==> config.mk <==
export PLATFORM = sky130hd
export DESIGN_NAME = cpu_trace_buffer
export DESIGN_NICKNAME = d
export VERILOG_FILES = /design/src/rtl/cpu_trace_buffer.sv
export SDC_FILE = /design/constraint.sdc
export NUM_CORES = 1
export LEC_CHECK = 0
export CAP_MARGIN = 5
export CORE_MARGIN = 4
export CORE_UTILIZATION = 45
export DETAILED_ROUTE_END_ITERATION = 10
export HOLD_SLACK_MARGIN = 0.03
export PLACE_DENSITY = 0.71
export SYNTH_ARGS = -nofsm -noshare
export SYNTH_HDL_FRONTEND = slang
export SYNTH_SLANG_ARGS = --single-unit
==> constraint.sdc <==
create_clock -name clk -period 25.3 [get_ports clk]
set_input_delay 5.06 -clock clk [delete_from_list [all_inputs] [get_ports clk]]
set_output_delay 5.06 -clock clk [all_outputs]
set_load 0.01 [all_outputs]
==> src/rtl/cpu_trace_buffer.sv <==
// rtl/cpu_trace_buffer.sv - timestamped branch/fetch trace FIFO fed by CPU debug outputs
// Optional fetch tracing is built in when CPU_TRACE_ALL_FETCH_EN is defined.
module cpu_trace_buffer #(
  parameter int DEPTH_LOG2 = 3,
  parameter int TS_W       = 16
) (
  input  logic                  clk,
  input  logic                  reset,
  input  logic [15:0]           debug_pc,
  input  logic [31:0]           debug_instruction,
  input  logic [1:0]            debug_state,
  input  logic                  debug_change_pc,
  input  logic [15:0]           debug_data_address,
  input  logic                  enable,
  input  logic                  clear,
  input  logic                  rd_ready,
  output logic                  rd_valid,
  output logic [15:0]           rd_pc,
  output logic [15:0]           rd_target,
  output logic [31:0]           rd_instr,
  output logic [TS_W-1:0]       rd_time,
  output logic                  rd_kind,
  output logic [DEPTH_LOG2:0]   count,
  output logic                  full,
  output logic                  empty,
  output logic [7:0]            overflow_cnt
);

  localparam int DEPTH = 1 << DEPTH_LOG2;
  localparam int CW    = DEPTH_LOG2 + 1;

  logic [TS_W-1:0]       ts;
  logic                  prev_change;
  logic [DEPTH_LOG2-1:0] wr_ptr;
  logic [DEPTH_LOG2-1:0] rd_ptr;

  logic [15:0]     mem_pc    [DEPTH];
  logic [15:0]     mem_tgt   [DEPTH];
  logic [31:0]     mem_instr [DEPTH];
  logic [TS_W-1:0] mem_ts    [DEPTH];

  logic branch_ev;
  logic fetch_ev;
  logic event_hit;
  logic pop;
  logic accept;
  logic drop;

  assign branch_ev = debug_change_pc & ~prev_change;

`ifdef CPU_TRACE_ALL_FETCH_EN
  logic [1:0] prev_state;
  logic       mem_kind [DEPTH];

  assign fetch_ev = (debug_state == 2'd0) && (prev_state != 2'd0);

  always_ff @(posedge clk) begin
    if (!reset) begin
      prev_state <= 2'd3;
    end else begin
      prev_state <= debug_state;
      if (!clear && accept) begin
        mem_kind[wr_ptr] <= ~branch_ev;
      end
    end
  end

  assign rd_kind = rd_valid ? mem_kind[rd_ptr] : 1'b0;
`else
  logic unused_state;

  assign unused_state = ^debug_state;
  assign fetch_ev     = 1'b0;
  assign rd_kind      = 1'b0;
`endif

  assign event_hit = branch_ev | fetch_ev;
  assign rd_valid  = (count != '0);
  assign empty     = (count == '0);
  assign full      = (count == CW'(DEPTH));
  assign pop       = rd_valid & rd_ready;
  // A pop frees the head slot at the same edge, so a full FIFO can still take a write.
  assign accept    = event_hit & enable & (~full | pop);
  assign drop      = event_hit & enable & ~accept;

  always_ff @(posedge clk) begin
    if (!reset) begin
      ts           <= '0;
      prev_change  <= 1'b0;
      wr_ptr       <= '0;
      rd_ptr       <= '0;
      count        <= '0;
      overflow_cnt <= '0;
    end else begin
      ts          <= ts + 1'b1;
      prev_change <= debug_change_pc;
      if (clear) begin
        wr_ptr       <= '0;
        rd_ptr       <= '0;
        count        <= '0;
        overflow_cnt <= '0;
      end else begin
        if (accept) begin
          wr_ptr <= wr_ptr + 1'b1;
        end
        if (pop) begin
          rd_ptr <= rd_ptr + 1'b1;
        end
        count <= count + CW'(accept) - CW'(pop);
        if (drop && overflow_cnt != 8'hFF) begin
          overflow_cnt <= overflow_cnt + 1'b1;
        end
      end
    end
  end

  // Entry storage has no reset; the read port is gated by rd_valid instead.
  always_ff @(posedge clk) begin
    if (reset && !clear && accept) begin
      mem_pc[wr_ptr]    <= debug_pc;
      mem_tgt[wr_ptr]   <= branch_ev ? debug_data_address : 16'h0000;
      mem_instr[wr_ptr] <= debug_instruction;
      mem_ts[wr_ptr]    <= ts;
    end
  end

  assign rd_pc     = rd_valid ? mem_pc[rd_ptr]    : '0;
  assign rd_target = rd_valid ? mem_tgt[rd_ptr]   : '0;
  assign rd_instr  = rd_valid ? mem_instr[rd_ptr] : '0;
  assign rd_time   = rd_valid ? mem_ts[rd_ptr]    : '0;

endmodule

==> key figures <==
Synth
  • Share of the synthesized area in the top cell type: 0.736
  • Synth cell count leaders: edfxtp_1, mux4_2, nor2_1
  • Yosys warnings: 0
  • Synthesized net count: 1,324
  • Seq/Total Area, Yosys: 0.765
  • Asr flop ratio synth: 0
  • Top-count cell post-synth: edfxtp_1
  • Post-Synthesis Cells: 1,241
  • Synthesized cell area: 26,100 sq um
  • Syn avg cell area: 21.0 sq um
  • Area leader, netlist: edfxtp_1
  • Number of synthesized flops with an enable pin: 640
  • Largest cells by area after synthesis: edfxtp_1, mux4_2, mux2i_1
  • Post-synth cell types: 48
  • Flops & latches, synth: 678
  • Synth Flop Type: edfxtp_1

STA
  • Measured slew at the worst slew-check pin: 1090 ps
  • Final hold vios: 0
  • Final min period: 9530 ps
  • Clk_skew: 24.3 ps
  • Slew headroom: 0.275
  • Setup TNS: 0 ps
  • Slew Viols, Final: 0
  • RSZ-0062 raised after global routing: false
  • Final setup viols: 0
  • Period utilisation layout: 0.377
  • Maximum clock frequency: 0.105 GHz
  • PnR worst setup slack: 15,770 ps

Floorplanning
  • Die width: 249 um
  • Starting Density: 0.454
  • Io pins: 168
  • Rows: 88
  • Core area: 57,600 sq um
  • Die area: 62,000 sq um
  • Die height: 249 um

Placed design
  • Placed wire-length estimate: 26.8 mm
  • Placement Setup Slack: 16,290 ps
  • IO Port Bufs: 164
  • GP Congestion: 0.756

Clock tree
  • Root Buffer: clkbuf_16
  • Post-CTS Setup Bufs: 0
  • CTS H-tree depth: 3
  • CTS buffer count: 70
  • CTS tree: built
  • CTS resizes: 0
  • Clock Pin Slew Worst Setup and Hold Paths: 60 ps
  • Latest clock arrival within the worst-skew pair: 600 ps
  • CTS max path bufs: 3
  • Clock Sinks: 678
  • # hold bufs at CTS: 0

Global route
  • Vias in the first global route: 13,400
  • Pin count of the biggest net entering global routing: 56
  • First-pass GRT wire length: 80.7 mm
  • Total track usage: 0.170
  • Global route overflow: 0
  • Initial antenna violation count: 1

Layout
  • Final #Nets: 1,521
  • Syn-to-layout area delta: 18.1%
  • Ratio of cells with drive above 1 in the final layout: 0.199
  • ANT cells: 0

Setup path
  • Peak fanout along the critical path: 55
  • CP startpoint kind: flip-flop
  • Crit path top cell by count: buf_4
  • Critical path type: reg -> out
  • CP Capture Type: output port
  • Critical Path Slowest Stage Cell: dfxtp_4
  • CP top delay family: buffers and inverters
  • Arr. time, crit path: 4470 ps
  • CP required: 20,240 ps
  • Max incr delay on CP: 860 ps
  • Bufs and invs on worst path: 3
  • CP cell instances: buf_4, buf_4, mux4_2, mux2i_1, nor2_1, clkdlybuf4s50_1

Detailed routing
  • Drt initial violations: 731
  • Post-DRT Antenna Nets: 0
  • Via count: 12,400
  • Wirelength per Cell: 23.1 um
  • Post-DR vias/cell: 5.51
  • First-pass DRT Iterations: 4
  • Total wire length: 52.1 mm
  • Drt drc: 0

Power
  • Max IR drop VDD: 42.6 uV
  • PD cells: 81.0 nW/um^2
  • Power, Total: 2.50 mW
  • LEAKAGE: 9.38 nW

Status
  • Status: completed

Job
  • Max_cap viols: 0

Hold path
  • HP Class: reg -> reg
==> final cells by class <==
cell class              instances  area [sq um]
flip-flops and latches        678         20000
fillers                      4386         26700
well taps                     765           957
clock buffers                  89          1900
inverters                      14          58.8
clock inverters                34           265
repair buffers                187          1810
multi-input cells             487          5880
==> through the flow <==
step                      hold WS [ps]  utilization  cells  area (sq um)
after floorplan                    454            -   1241         26100
after global placement             488        0.498   2131         28700
after detailed placement           476        0.498   2131         28700
after CTS                          495        0.536   2254         30900
after global routing               521        0.536   2254         30900
final                              495        0.536   2254         30900
==> cell usage in the layout (no fill, tap or decap), types with 9 or more instances in the layout <==
cell type and instances:
edfxtp_1 640, clkdlybuf4s50_1 164, mux4_2 160, nor2_1 93
mux2i_1 84, clkbuf_16 73, dfxtp_1 35, and2_1 28
buf_4 23, clkbuf_1 15, clkinv_1 13, inv_1 12
nand2_1 11, a21oi_1 10, ha_1 10, nand3_1 9
==> logic make-up after synthesis <==
logic type	after synthesis	synth area share
buffers and inverters	76	0.0123
flip-flops	678	0.765
AO/OA/AOI/OAI	24	0.00589
multiplexers	244	0.170
AND/OR/NAND/NOR	192	0.0361
other	1	0.000144
XOR/XNOR	15	0.00503
adder cells (fa/ha/maj)	11	0.00556
==> routing by layer <==
| metal | part of all wire | global-route usage |
|---|---|---|
| met5 | 0.00038 | 0 |
| met4 | 0.018 | 0.0471 |
| met3 | 0.049 | 0.0334 |
| met2 | 0.51 | 0.284 |
| met1 | 0.43 | 0.231 |
==> state kept, by name, indices dropped and copies added, names as in the netlist, named ones only <==
name / count
mem_instr: 256
mem_pc: 128
mem_tgt: 128
mem_ts: 128
ts: 16
overflow_cnt: 8
count: 4
rd_ptr: 3
wr_ptr: 3
prev_change: 1
==> worst register-to-register path, stage by stage, from the launching register on <==
cell      delay, ps
dfxtp_1         340
inv_1            80
ha_1            200
or3b_4          260
clkinv_4         80
nand2_1          90
nand4b_1        350
nor3_2          220
buf_4           500
buf_4           820
==> worst paths after layout <==
kind | startpoint | endpoint | slack, ps | cells after the start
worst max register to register | count[2]$_SDFF_PP0_ | mem_pc[0][13]$_DFFE_PP_ | 21890 | 9
worst max-delay path | flip-flop | rd_time[7] | 15770 | 6
worst min register to register | rd_ptr[1]$_SDFFE_PP0P_ | flip-flop | 490 | 2
worst min-delay path | rd_ptr[1]$_SDFFE_PP0P_ | flip-flop | 490 | 2
==> power by group <==
part	switching, mW	internal (mW)	total, mW
clock	0.407	0.562	0.969
combinational	0.152	0.144	0.296
sequential	0.00454	1.23	1.23
No activity file was read; power rests on OpenSTA's default activity.
